[config.mk]
export PLATFORM = sky130hd
export DESIGN_NAME = timer_arbiter_flat
export DESIGN_NICKNAME = d
export VERILOG_FILES = /design/src/rtl/timer_pkg.sv /design/src/rtl/timer_arbiter_if.sv /design/src/rtl/rr_picker.sv /design/src/rtl/timer_arbiter.sv /design/src/flat_wrapper.sv
export SDC_FILE = /design/constraint.sdc
export NUM_CORES = 1
export LEC_CHECK = 0
export CAP_MARGIN = 10
export CORE_MARGIN = 4
export CORE_UTILIZATION = 25
export DETAILED_ROUTE_END_ITERATION = 8
export SYNTH_ARGS = -nofsm -noshare
export SYNTH_HDL_FRONTEND = slang
export SYNTH_SLANG_ARGS = --single-unit
[constraint.sdc]
create_clock -name clk -period 4.7 [get_ports clk]
set_input_delay 0.47 -clock clk [delete_from_list [all_inputs] [get_ports clk]]
set_output_delay 0.47 -clock clk [all_outputs]
set_load 0.05 [all_outputs]
[src/rtl/timer_pkg.sv]
// Shared definitions for the timer datapath and its requester arbiter.
package timer_pkg;
  localparam int TMR_DW = 4;

  typedef enum logic [1:0] {
    IDLE  = 2'd0,
    LOAD  = 2'd1,
    COUNT = 2'd2,
    WAIT  = 2'd3
  } tmr_state_e;
endpackage

[src/rtl/timer_arbiter_if.sv]
// Requester/timer-side bundle of the shared-timer arbiter.
interface timer_arbiter_if import timer_pkg::*; #(
  parameter int NREQ = 4,
  parameter int DW   = TMR_DW
);
  logic [NREQ-1:0]    req;
  logic [NREQ*DW-1:0] delay;
  logic [NREQ-1:0]    ack;
  logic [NREQ-1:0]    gnt;
  logic [NREQ-1:0]    done;
  logic               busy;
  logic               tmr_load;
  logic [DW-1:0]      tmr_delay;
  logic               tmr_count_ena;
  logic               tmr_done_counting;

  modport master (
    output req, delay, ack, tmr_done_counting,
    input  gnt, done, busy, tmr_load, tmr_delay, tmr_count_ena
  );

  modport slave (
    input  req, delay, ack, tmr_done_counting,
    output gnt, done, busy, tmr_load, tmr_delay, tmr_count_ena
  );
endinterface

[src/rtl/rr_picker.sv]
// Combinational round-robin pick: first set req at or above ptr, wrapping.
module rr_picker #(
  parameter int NREQ = 4,
  parameter int IW   = $clog2(NREQ)
) (
  input  logic [NREQ-1:0] req,
  input  logic [IW-1:0]   ptr,
  output logic [NREQ-1:0] win,
  output logic [IW-1:0]   win_idx,
  output logic            any
);
  int j;

  always_comb begin
    win     = '0;
    win_idx = '0;
    any     = 1'b0;
    j       = 0;
    for (int k = 0; k < NREQ; k++) begin
      j = int'(ptr) + k;
      if (j >= NREQ) j = j - NREQ;
      if (!any && req[j]) begin
        any     = 1'b1;
        win[j]  = 1'b1;
        win_idx = IW'(j);
      end
    end
  end
endmodule

[src/rtl/timer_arbiter.sv]
// Round-robin arbiter sharing one countdown timer among NREQ requesters.
module timer_arbiter import timer_pkg::*; #(
  parameter int NREQ = 4,
  parameter int DW   = TMR_DW
) (
  input logic            clk,
  input logic            reset,
  timer_arbiter_if.slave bus
);
  localparam int IW = $clog2(NREQ);

  tmr_state_e      state;
  logic [IW-1:0]   ptr;
  logic [IW-1:0]   gidx;
  logic [DW-1:0]   dly_q;
  logic [NREQ-1:0] gnt_q;
  logic [NREQ-1:0] done_q;
  logic            busy_q, load_q, cena_q;

  logic [NREQ-1:0] win;
  logic [IW-1:0]   win_idx;
  logic            any;
  logic [IW-1:0]   ptr_nxt;

  rr_picker #(.NREQ(NREQ), .IW(IW)) u_pick (
    .req     (bus.req),
    .ptr     (ptr),
    .win     (win),
    .win_idx (win_idx),
    .any     (any)
  );

  assign ptr_nxt = (win_idx == IW'(NREQ-1)) ? '0 : win_idx + IW'(1);

  // Every output is a flop so nothing combinational reaches the requesters.
  always_ff @(posedge clk) begin
    if (reset) begin
      state  <= IDLE;
      ptr    <= '0;
      gidx   <= '0;
      dly_q  <= '0;
      gnt_q  <= '0;
      done_q <= '0;
      busy_q <= 1'b0;
      load_q <= 1'b0;
      cena_q <= 1'b0;
    end else begin
      case (state)
        IDLE: if (any) begin
          state  <= LOAD;
          gnt_q  <= win;
          gidx   <= win_idx;
          dly_q  <= bus.delay[int'(win_idx)*DW +: DW];
          ptr    <= ptr_nxt;
          busy_q <= 1'b1;
          load_q <= 1'b1;
        end
        LOAD: begin
          state  <= COUNT;
          load_q <= 1'b0;
          cena_q <= 1'b1;
        end
        COUNT: if (bus.tmr_done_counting) begin
          state  <= WAIT;
          cena_q <= 1'b0;
          done_q <= gnt_q;
        end
        WAIT: if (bus.ack[gidx]) begin
          state  <= IDLE;
          gnt_q  <= '0;
          done_q <= '0;
          busy_q <= 1'b0;
        end
        default: state <= IDLE;
      endcase
    end
  end

  assign bus.gnt           = gnt_q;
  assign bus.done          = done_q;
  assign bus.busy          = busy_q;
  assign bus.tmr_load      = load_q;
  assign bus.tmr_delay     = dly_q;
  assign bus.tmr_count_ena = cena_q;
endmodule

[src/flat_wrapper.sv]
// flat-port wrapper written by rule: the top's interface ports become plain ports
module timer_arbiter_flat import timer_pkg::*;
#(
  parameter int NREQ = 4,
  parameter int DW   = TMR_DW
)
  (clk, reset, bus_req, bus_delay, bus_ack, bus_tmr_done_counting, bus_gnt, bus_done, bus_busy, bus_tmr_load, bus_tmr_delay, bus_tmr_count_ena);
  timer_arbiter_if #(.NREQ(NREQ), .DW(DW)) bus_i ();
  input logic clk;
  input logic reset;
  input wire logic [$bits(bus_i.req)-1:0] bus_req;
  input wire logic [$bits(bus_i.delay)-1:0] bus_delay;
  input wire logic [$bits(bus_i.ack)-1:0] bus_ack;
  input wire logic [$bits(bus_i.tmr_done_counting)-1:0] bus_tmr_done_counting;
  output wire logic [$bits(bus_i.gnt)-1:0] bus_gnt;
  output wire logic [$bits(bus_i.done)-1:0] bus_done;
  output wire logic [$bits(bus_i.busy)-1:0] bus_busy;
  output wire logic [$bits(bus_i.tmr_load)-1:0] bus_tmr_load;
  output wire logic [$bits(bus_i.tmr_delay)-1:0] bus_tmr_delay;
  output wire logic [$bits(bus_i.tmr_count_ena)-1:0] bus_tmr_count_ena;
  assign bus_i.req = bus_req;
  assign bus_i.delay = bus_delay;
  assign bus_i.ack = bus_ack;
  assign bus_i.tmr_done_counting = bus_tmr_done_counting;
  assign bus_gnt = bus_i.gnt;
  assign bus_done = bus_i.done;
  assign bus_busy = bus_i.busy;
  assign bus_tmr_load = bus_i.tmr_load;
  assign bus_tmr_delay = bus_i.tmr_delay;
  assign bus_tmr_count_ena = bus_i.tmr_count_ena;
  timer_arbiter #(.NREQ(NREQ), .DW(DW)) u_core (.clk(clk), .reset(reset), .bus(bus_i));
endmodule
# Word level (Yosys, flattened, before mapping)
# Cells that the tools add are included.
[classes]
bitwise = 3
n_shift = 1
n_addsub = 8
order_cmp = 13
mux = 54
eq_ne = 7
reduce_logical = 21
[op_table]
columns = ["cell", "count"]
rows = [
  ["32-bit by 1-bit >= comparator with 1-bit output (second input constant)", 4],
  ["32-bit by 4-bit < comparator with 1-bit output (second input constant)", 4],
  ["32-bit 2-to-1 mux", 4],
  ["4-bit 2-to-1 mux", 7],
  ["1-bit 2-to-1 mux", 20],
  ["2-bit 2-to-1 mux", 8],
  ["4-bit one-hot mux with 2 select lines", 2],
  ["16-bit by 5-bit variable part select with 4-bit output", 1],
  ["4-bit bitwise OR", 3],
  ["3-bit by 3-bit subtractor with 4-bit output (second input constant)", 3],
  ["1-bit binary-select mux with 2-bit select", 5],
  ["3-bit >= comparator (second input constant)", 3],
  ["3-bit AND reduction", 3],
  ["1-bit demux with 2-bit select", 4],
  ["2-bit one-hot mux with 4 select lines", 1],
  ["2-bit nonzero test", 4],
  ["1-bit logical AND", 7],
  ["2-bit by 2-bit adder with 3-bit output (second input constant)", 2],
  ["2-bit == test (second input constant)", 3],
  ["1-bit one-hot mux with 2 select lines", 3],
  ["2-bit AND reduction", 3],
  ["2-bit by 1-bit != test with 1-bit output (second input constant)", 2],
  ["2-bit by 3-bit subtractor with 4-bit output (second input constant)", 1],
  ["2-bit by 1-bit adder with 3-bit output (second input constant)", 1],
  ["other kinds (7)", 9],
]
[word_totals]
in_bits = 27
elab_cells = 116
output_inout_bits = 15
register_bits = 21

# Longest topological paths before layout
# Gate-level depths: netlist (run 1).
[depth]
depth_word = 17
depth_mapped = 9
mapped_depth_nobuf = 8

# Hierarchy
# From an unflattened synthesis (run 1), not the netlist that was laid out.
[hier_totals]
cells_unflattened = 166
hier_area_um2 = 1562.7
[by_module_without_submodules]
columns = ["module", "cells_per_inst", "seq_area_each_um2", "instances", "area_per_inst_um2"]
rows = [
  ["timer_arbiter", 118, 420.4, 1, 1102.3],
  ["rr_picker", 48, 0.0, 1, 460.4],
]

# Least setup slack after synthesis (run 1)
# Ideal clock, no wire load.
[synth_timing]
kind = "register to register"
startpoint = "register u_core.ptr[0]"
endpoint = "register u_core.dly_q[2] (netlist: u_core.bus.tmr_delay[2])"
arrival_ps = 2501
n_path_buf = 1
setup_slack_ps = 2073
synth_period_minus_slack_ps = 2627
path_stages_with_launch = 10
path_cell_list = "dfxtp_1 > buf_4 > inv_1 > ha_1 > mux4_2 > nor2b_4 > o21ai_2 > o21ai_2 > mux2i_1 > o221ai_2"
[synth_via]
elab_chain_len = 16
[synth_lines]
columns = ["item", "line", "text"]
rows = [
  ["start: declaration", "timer_arbiter.sv:13", "logic [IW-1:0] ptr;"],
  ["start signal: assignment", "timer_arbiter.sv:54", "ptr <= ptr_nxt;"],
  ["parallel branches: the longest is 16 deep, another holds 3-bit by 3-bit subtractor with 4-bit output", "--", ""],
  ["end signal: assignment", "timer_arbiter.sv:53", "dly_q <= bus.delay[int'(win_idx)*DW +: DW];"],
  ["end: declaration", "timer_arbiter.sv:15", "logic [DW-1:0] dly_q;"],
]
# Parallel ways; which one is timed is not known. The select of a mux whose other input is x is not followed.
# A chain may end at the register's enable or synchronous reset.

# Worst setup path in the final report (run 1)
# Ends and elaborated chain as after synthesis.

==> results.ini, run 1 <==
[outcome]
outcome=completed

[setup_path]
critical_path_class=reg -> reg
start_kind=flip-flop
crit_slowest_cell=dfxtp_1
worstPathArrival_ps=3180
crit_chain=inv_1, ha_1, mux4_2, nor2b_4, o21ai_2, o21ai_2, mux2i_1, o221ai_2
endpoint_kind=flip-flop
crit_top_cell=o21ai_2
slowest_delay_ps=670
r2r-start=u_core.ptr[0]$_SDFFE_PP0P_
worstPathRequired_ps=4840
r2r-end=u_core.bus.tmr_delay[2]$_SDFFE_PP0P_
reg2reg_depth=8
worst-path-max-fanout=14
ff2ff_setup_slack_ps=1670

[floorplan]
initial_core_util_pct=26.2
die_y_um=84.5
core_um2=5570
io_pins=42
die_x_um=84.5
placementRows=27
die_area_um2=7130

[timing]
maxSlewViolCount=0
max-slew-margin-rel_pct=47.4
fin_crit_sh_pct=64.6
fin_setup_tns_ps=0
clock_skew_ps=2.86
rsz0062_at_grt=no
fin_crit_ps=3030
hold_viol_final=0
finalSetupViolCount=0
tightest_slew_ps=786
fmax_ghz=0.330

[yosys]
async_flop_share_pct=0
synthTopCellsByCount=dfxtp_1, nand2_1, a21oi_1, nor2_1, mux2i_1
synth_area_leaders=dfxtp_1, mux4_2, ha_1
syn-cell-area_um2=1460
dominantRegCellSynth=dfxtp_1
syn-instance-count=162
synth_seq_cells=21
yosysTopAreaCellShare_pct=28.8
synth.largest_area_cell=dfxtp_1
synth_xor_area_share_pct=0.599
syn-num-nets=197
synth-simple-area-share_pct=22.1
synth_compound_area_share_pct=21.4
postSynthAreaPerCell_um2=9.02
ys.warnings.count=0
synthMuxAreaShare_pct=14.6
synth-adder-area-share_pct=6.85
ys_types=36
synth_edf_count=0
yosysSeqAreaShare_pct=28.8
synth_top_family_by_area=simple AND/OR/NAND/NOR gates
yosysMostFrequentCell=dfxtp_1

[global_route]
grt_usage_pct=9.24
grt_pass1_vias=1280
grt_max_degree=23
grt_first_pass_wirelength_um=5610
gr-total-overflow=0
antenna_found_initial=0

[clock_tree]
post_cts_buffers=0
cts.sinks=21
cts_buffers=3
worstSkewPairLatency_ps=260
clk_pin_slew_worst_paths_ps=80
hold_buffers=0
cts_max_level=1
cts_resized=0
cts_tree=done
root_buffer=clkbuf_8
clock_path_buffers=2

[hold_path]
holdPathStages=2
min_from=u_core.bus.done[2]$_SDFFE_PP0P_
worstHoldPathType=reg -> reg
holdPathEnd=u_core.bus.done[2]$_SDFFE_PP0P_

[run]
cap_violations=0

[final_layout]
area_delta_synth_final_pct=33.3
antenna_cells=0
nNetsFinal=234
drive_gt1_share_pct=9.09
post-route-cell-area_um2=1950

[route]
num_vias=1267
vias_per_cell=4.69
route.detailed.drc=0
firstDrtPassIters=4
antenna_left=0
dr.first_iter.drc_count=31
wl_um=3270
wl_per_cell_um=12.1

[placement]
place_congestion=0.778
dpl.hpwl_um=2580
io_buffers=41
place_area_um2=1900

[power]
leakage_nw=0.704
peakVddDrop_v=0.000254
power_density_nw_per_um2=641

==> per-layer routing <==
metal	GRT usage, %	vias up	share of wire, %	routed length, µm
met3	3.73	0	7.2	235
li1	-	665	-	-
met4	0.576	0	0	0
met1	11.3	569	46	1500
met5	0	-	0	0
met2	16.0	33	47	1530
==> worst max path at each step <==
stage                                            to                  startpoint  slack (ps)  cells after the start
2_1_floorplan  u_core.bus.tmr_delay[2]$_SDFFE_PP0P_  u_core.ptr[0]$_SDFFE_PP0P_        2070                      9
3_3_place_gp   u_core.bus.tmr_delay[2]$_SDFFE_PP0P_  u_core.ptr[0]$_SDFFE_PP0P_        1780                      8
3_5_place_dp   u_core.bus.tmr_delay[2]$_SDFFE_PP0P_  u_core.ptr[0]$_SDFFE_PP0P_        1640                      8
4_1_cts        u_core.bus.tmr_delay[2]$_SDFFE_PP0P_  u_core.ptr[0]$_SDFFE_PP0P_        1640                      8
5_1_grt        u_core.bus.tmr_delay[3]$_SDFFE_PP0P_  u_core.ptr[0]$_SDFFE_PP0P_        1450                      8
6_report       u_core.bus.tmr_delay[2]$_SDFFE_PP0P_  u_core.ptr[0]$_SDFFE_PP0P_        1670                      8
==> power by group <==
group	internal [mW]	switching [mW]
registers	0.240	0.0629
logic	0.360	0.468
clock network	0.0590	0.0589
total	0.659	0.590
==> cells in the final DEF, fill, tap and decap left out, drive strengths merged, types with 2 or more instances in the layout <==
| cell type | synthesis | routed |
|---|---|---|
| nor2b | 3 | 3 |
| ha | 8 | 8 |
| dfxtp | 21 | 21 |
| nand2 | 20 | 20 |
| nor2 | 13 | 13 |
| a211oi | 2 | 2 |
| clkbuf | 5 | 3 |
| o21ai | 7 | 7 |
| a21oi | 16 | 16 |
| inv | 6 | 6 |
| nand4b | 4 | 4 |
| a22o | 5 | 5 |
| mux4 | 5 | 5 |
| clkdlybuf4s50 | 0 | 41 |
| nand3 | 3 | 3 |
| nand2b | 5 | 5 |
| mux2i | 9 | 9 |
| o221ai | 4 | 4 |
| nand3b | 7 | 7 |
| a22oi | 4 | 4 |
| o31a | 2 | 2 |
==> logic make-up (layout without fill, tap and decap cells) <==
logic type | Yosys count | count (layout)
AOI/OAI and AO/OA | 44 | 44
adders and majority gates | 8 | 8
muxes | 15 | 15
xor gates and xnor gates | 1 | 1
buffers and inverters | 15 | 51
DFF | 21 | 21
and+or+nand+nor | 58 | 58
==> worst max-delay path: cells and delay by family, from the launching register on <==
| family | cells | cell delay (ps) |
|---|---|---|
| buffers and inverters | 1 | 170 |
| AOI/OAI and AO/OA | 3 | 450 |
| and+or+nand+nor | 1 | 230 |
| muxes | 2 | 960 |
| DFF | 1 | 670 |
| adders and majority gates | 1 | 440 |
==> cell type report <==
cell class	count	area, µm²
sequential	21	420
multi-input combinational	126	958
timing repair buffer	41	410
inverter	6	22.5
clock inverter	1	5.00
fill	606	3630
clock buffer	3	41.3
tap	72	90.1
==> sequential cells by signal, summed over array words and instances, names as in the netlist <==
register / flops
u_core.state: 2
u_core.bus.tmr_load: 1
u_core.bus.tmr_count_ena: 1
u_core.ptr: 2
u_core.gidx: 2
u_core.bus.gnt: 4
u_core.bus.busy: 1
u_core.bus.tmr_delay: 4
u_core.bus.done: 4
==> through the flow <==
stage	instances	utilization (%)	setup WS, ps	total power [mW]	hold slack, ps
2_1_floorplan	162	-	2070	0.962	441
3_3_place_gp	266	34.1	1780	1.13	442
3_5_place_dp	266	34.1	1640	1.14	445
4_1_cts	270	34.9	1640	1.26	456
5_1_grt	270	34.9	1450	1.35	479
6_report	270	34.9	1670	1.25	452
Power figures use the tool's default switching activity.
==> run 2: changes to the inputs <==
Clock period 4.7 ns to 2.7 ns, I/O delays scaled along.
==> results.ini, run 2 (same netlist as run 1, synthesis figures left out) <==
[hold_path]
worstHoldPathType=reg -> reg  ; unchanged
min_from=u_core.bus.done[1]$_SDFFE_PP0P_  ; was u_core.bus.done[2]$_SDFFE_PP0P_

[placement]
dpl.hpwl_um=2700  ; was 2580 µm
io_buffers=41  ; unchanged
dp_worst_setup_slack_ps=178  ; was 1640 ps
placed_cells=273  ; was 266
place_area_um2=1950  ; was 1900 µm²
place_congestion=0.819  ; was 0.778

[floorplan]
placementRows=27  ; unchanged
core_um2=5570  ; unchanged
io_pins=42  ; unchanged
die_y_um=84.5  ; unchanged
die_area_um2=7130  ; unchanged
initial_core_util_pct=26.2  ; unchanged
die_x_um=84.5  ; unchanged

[timing]
maxSlewViolCount=0  ; unchanged
hold_ws_ps=454  ; was 452 ps
fmax_ghz=0.411  ; was 0.330 GHz
fin_setup_tns_ps=0  ; unchanged
tightest_slew_ps=519  ; was 786 ps
clock_skew_ps=2.19  ; was 2.86 ps
hold_viol_final=0  ; unchanged
max-slew-margin-rel_pct=65.3  ; was 47.4%
fin_ws_ps=265  ; was 1670 ps
fin_crit_ps=2430  ; was 3030 ps
finalSetupViolCount=0  ; unchanged
fin_crit_sh_pct=90.2  ; was 64.6%
rsz0062_at_grt=no  ; unchanged

[setup_path]
critPathBufInv=2  ; was 1
endpoint_kind=flip-flop  ; unchanged
start_kind=flip-flop  ; unchanged
crit_chain=inv_1, ha_1, mux4_2, nor2b_4, o21ai_2, o21ai_2, buf_4, mux2i_1, o221ai_2  ; was inv_1, ha_1, mux4_2, nor2b_4, o21ai_2, o21ai_2, mux2i_1, o221ai_2
crit_slowest_cell=mux4_2  ; was dfxtp_1
r2r-start=u_core.ptr[0]$_SDFFE_PP0P_  ; unchanged
crit_top_cell=o21ai_2  ; unchanged
worst-path-max-fanout=8  ; was 14
worstPathArrival_ps=2580  ; was 3180 ps
cp-startpoint=u_core.ptr[0]$_SDFFE_PP0P_  ; unchanged
critical_path_class=reg -> reg  ; unchanged
slowest_delay_ps=640  ; was 670 ps
worstPathRequired_ps=2850  ; was 4840 ps
critPathTopFamily=multiplexers  ; unchanged

[route]
met2_length_um=1590  ; was 1530 µm
antenna_left=0  ; unchanged
route.detailed.drc=0  ; unchanged
wl_per_cell_um=12.1  ; about the same
dr.max_layer_used=met3  ; unchanged
vias_per_cell=4.75  ; was 4.69
route.met3.wl_um=267  ; was 235 µm
wl_um=3340  ; was 3270 µm
num_vias=1315  ; was 1267
dr.first_iter.drc_count=35  ; was 31
firstDrtPassIters=4  ; unchanged
drt-met1-wl_um=1480  ; was 1500 µm

[clock_tree]
cts_resized=0  ; unchanged
clk_pin_slew_worst_paths_ps=80  ; about the same
cts_tree=done  ; unchanged
cts_buffers=3  ; unchanged
worstSkewPairLatency_ps=260  ; about the same
cts_max_level=1  ; unchanged
cts.sinks=21  ; unchanged
clock_path_buffers=2  ; unchanged
post_cts_buffers=0  ; unchanged
hold_buffers=0  ; unchanged
root_buffer=clkbuf_8  ; unchanged

[final_layout]
n_fill_cell=602  ; was 606
nNetsFinal=241  ; was 234
area_delta_synth_final_pct=36.8  ; was 33.3%
final_cells=277  ; was 270
antenna_cells=0  ; unchanged
final_cell_mix=clkdlybuf4s50_1, dfxtp_1, nand2_1, a21oi_1, nor2_1  ; unchanged
drive_gt1_share_pct=11.7  ; was 9.09%
final_common_cell=clkdlybuf4s50_1  ; unchanged
post-route-cell-area_um2=2000  ; was 1950 µm²

[global_route]
grt_usage_pct=9.54  ; was 9.24%
antenna_found_initial=0  ; unchanged
gr-total-overflow=0  ; unchanged
grt_pass1_vias=1286  ; was 1280
grt_max_degree=23  ; unchanged
grt_first_pass_wirelength_um=5760  ; was 5610 µm

[power]
power_frac_comb_pct=69.3  ; was 66.3%
power.switching_mw=1.04  ; was 0.590 mW
peakVddDrop_v=0.000430  ; was 0.000254 V
switching_share_pct=46.4  ; was 47.2%
power_density_nw_per_um2=1120  ; was 641 nW/µm²
p_int_mw=1.21  ; was 0.659 mW
leakage_nw=0.737  ; was 0.704 nW
p_clk_share_pct=9.2  ; was 9.4%
seqPwrFrac_pct=21.6  ; was 24.3%

[run]
cap_violations=0  ; unchanged

[outcome]
outcome=completed  ; unchanged

==> run 2: cell types whose count changed in the layout (fill, tap and decap cells not counted), sizes merged <==
cell / delta
clkinv: -1
clkbuf: +1
buf: +7
==> run 2: path summary, 6_finish.rpt <==
kind | end | slack (ps) | depth (start not counted)
max | u_core.bus.tmr_delay[2]$_SDFFE_PP0P_ | 270 | 9
min | u_core.bus.done[1]$_SDFFE_PP0P_ | 450 | 2
max reg2reg | u_core.bus.tmr_delay[2]$_SDFFE_PP0P_ | 270 | 9
min reg2reg | u_core.bus.done[1]$_SDFFE_PP0P_ | 450 | 2
==> run 2: metal layers <==
metal  GRT usage (%)  vias up
met2            16.4       34
li1                -      681
met1            11.6      600
met4            1.29        0
met3            3.83        0
met5               0        -
==> run 2: cell type report <==
type	count	area, µm²	area share (%)
Sequential cell	21	420	21.0
Timing Repair Buffer	48	463	23.2
Multi-Input combinational cell	126	958	47.9
Clock buffer	4	45.0	2.25
Inverter	6	22.5	1.13
Tap cell	72	90.1	4.51
==> run 2: metrics by stage <==
stage	power, mW	util (%)
2_1_floorplan	1.67	-
3_3_place_gp	2.06	35.1
5_1_grt	2.45	35.9
3_5_place_dp	2.07	35.1
6_report	2.25	35.9
4_1_cts	2.28	35.9
==> run 2: power by group through the flow <==
stage / logic (mW) / clock network (mW) / registers [mW]
final: 1.56 / 0.206 / 0.485
after global routing: 1.73 / 0.222 / 0.501
after CTS: 1.57 / 0.212 / 0.488
after detailed placement: 1.57 / 0 / 0.495
after global placement: 1.56 / 0 / 0.495
after floorplan: 0.967 / 0 / 0.708
==> run 2: worst register-to-register path: stages (launching register included) <==
cell,delay (ps)
dfxtp_1,340
inv_1,80
ha_1,330
mux4_2,640
nor2b_4,220
o21ai_2,80
o21ai_2,60
buf_4,190
mux2i_1,270
o221ai_2,130
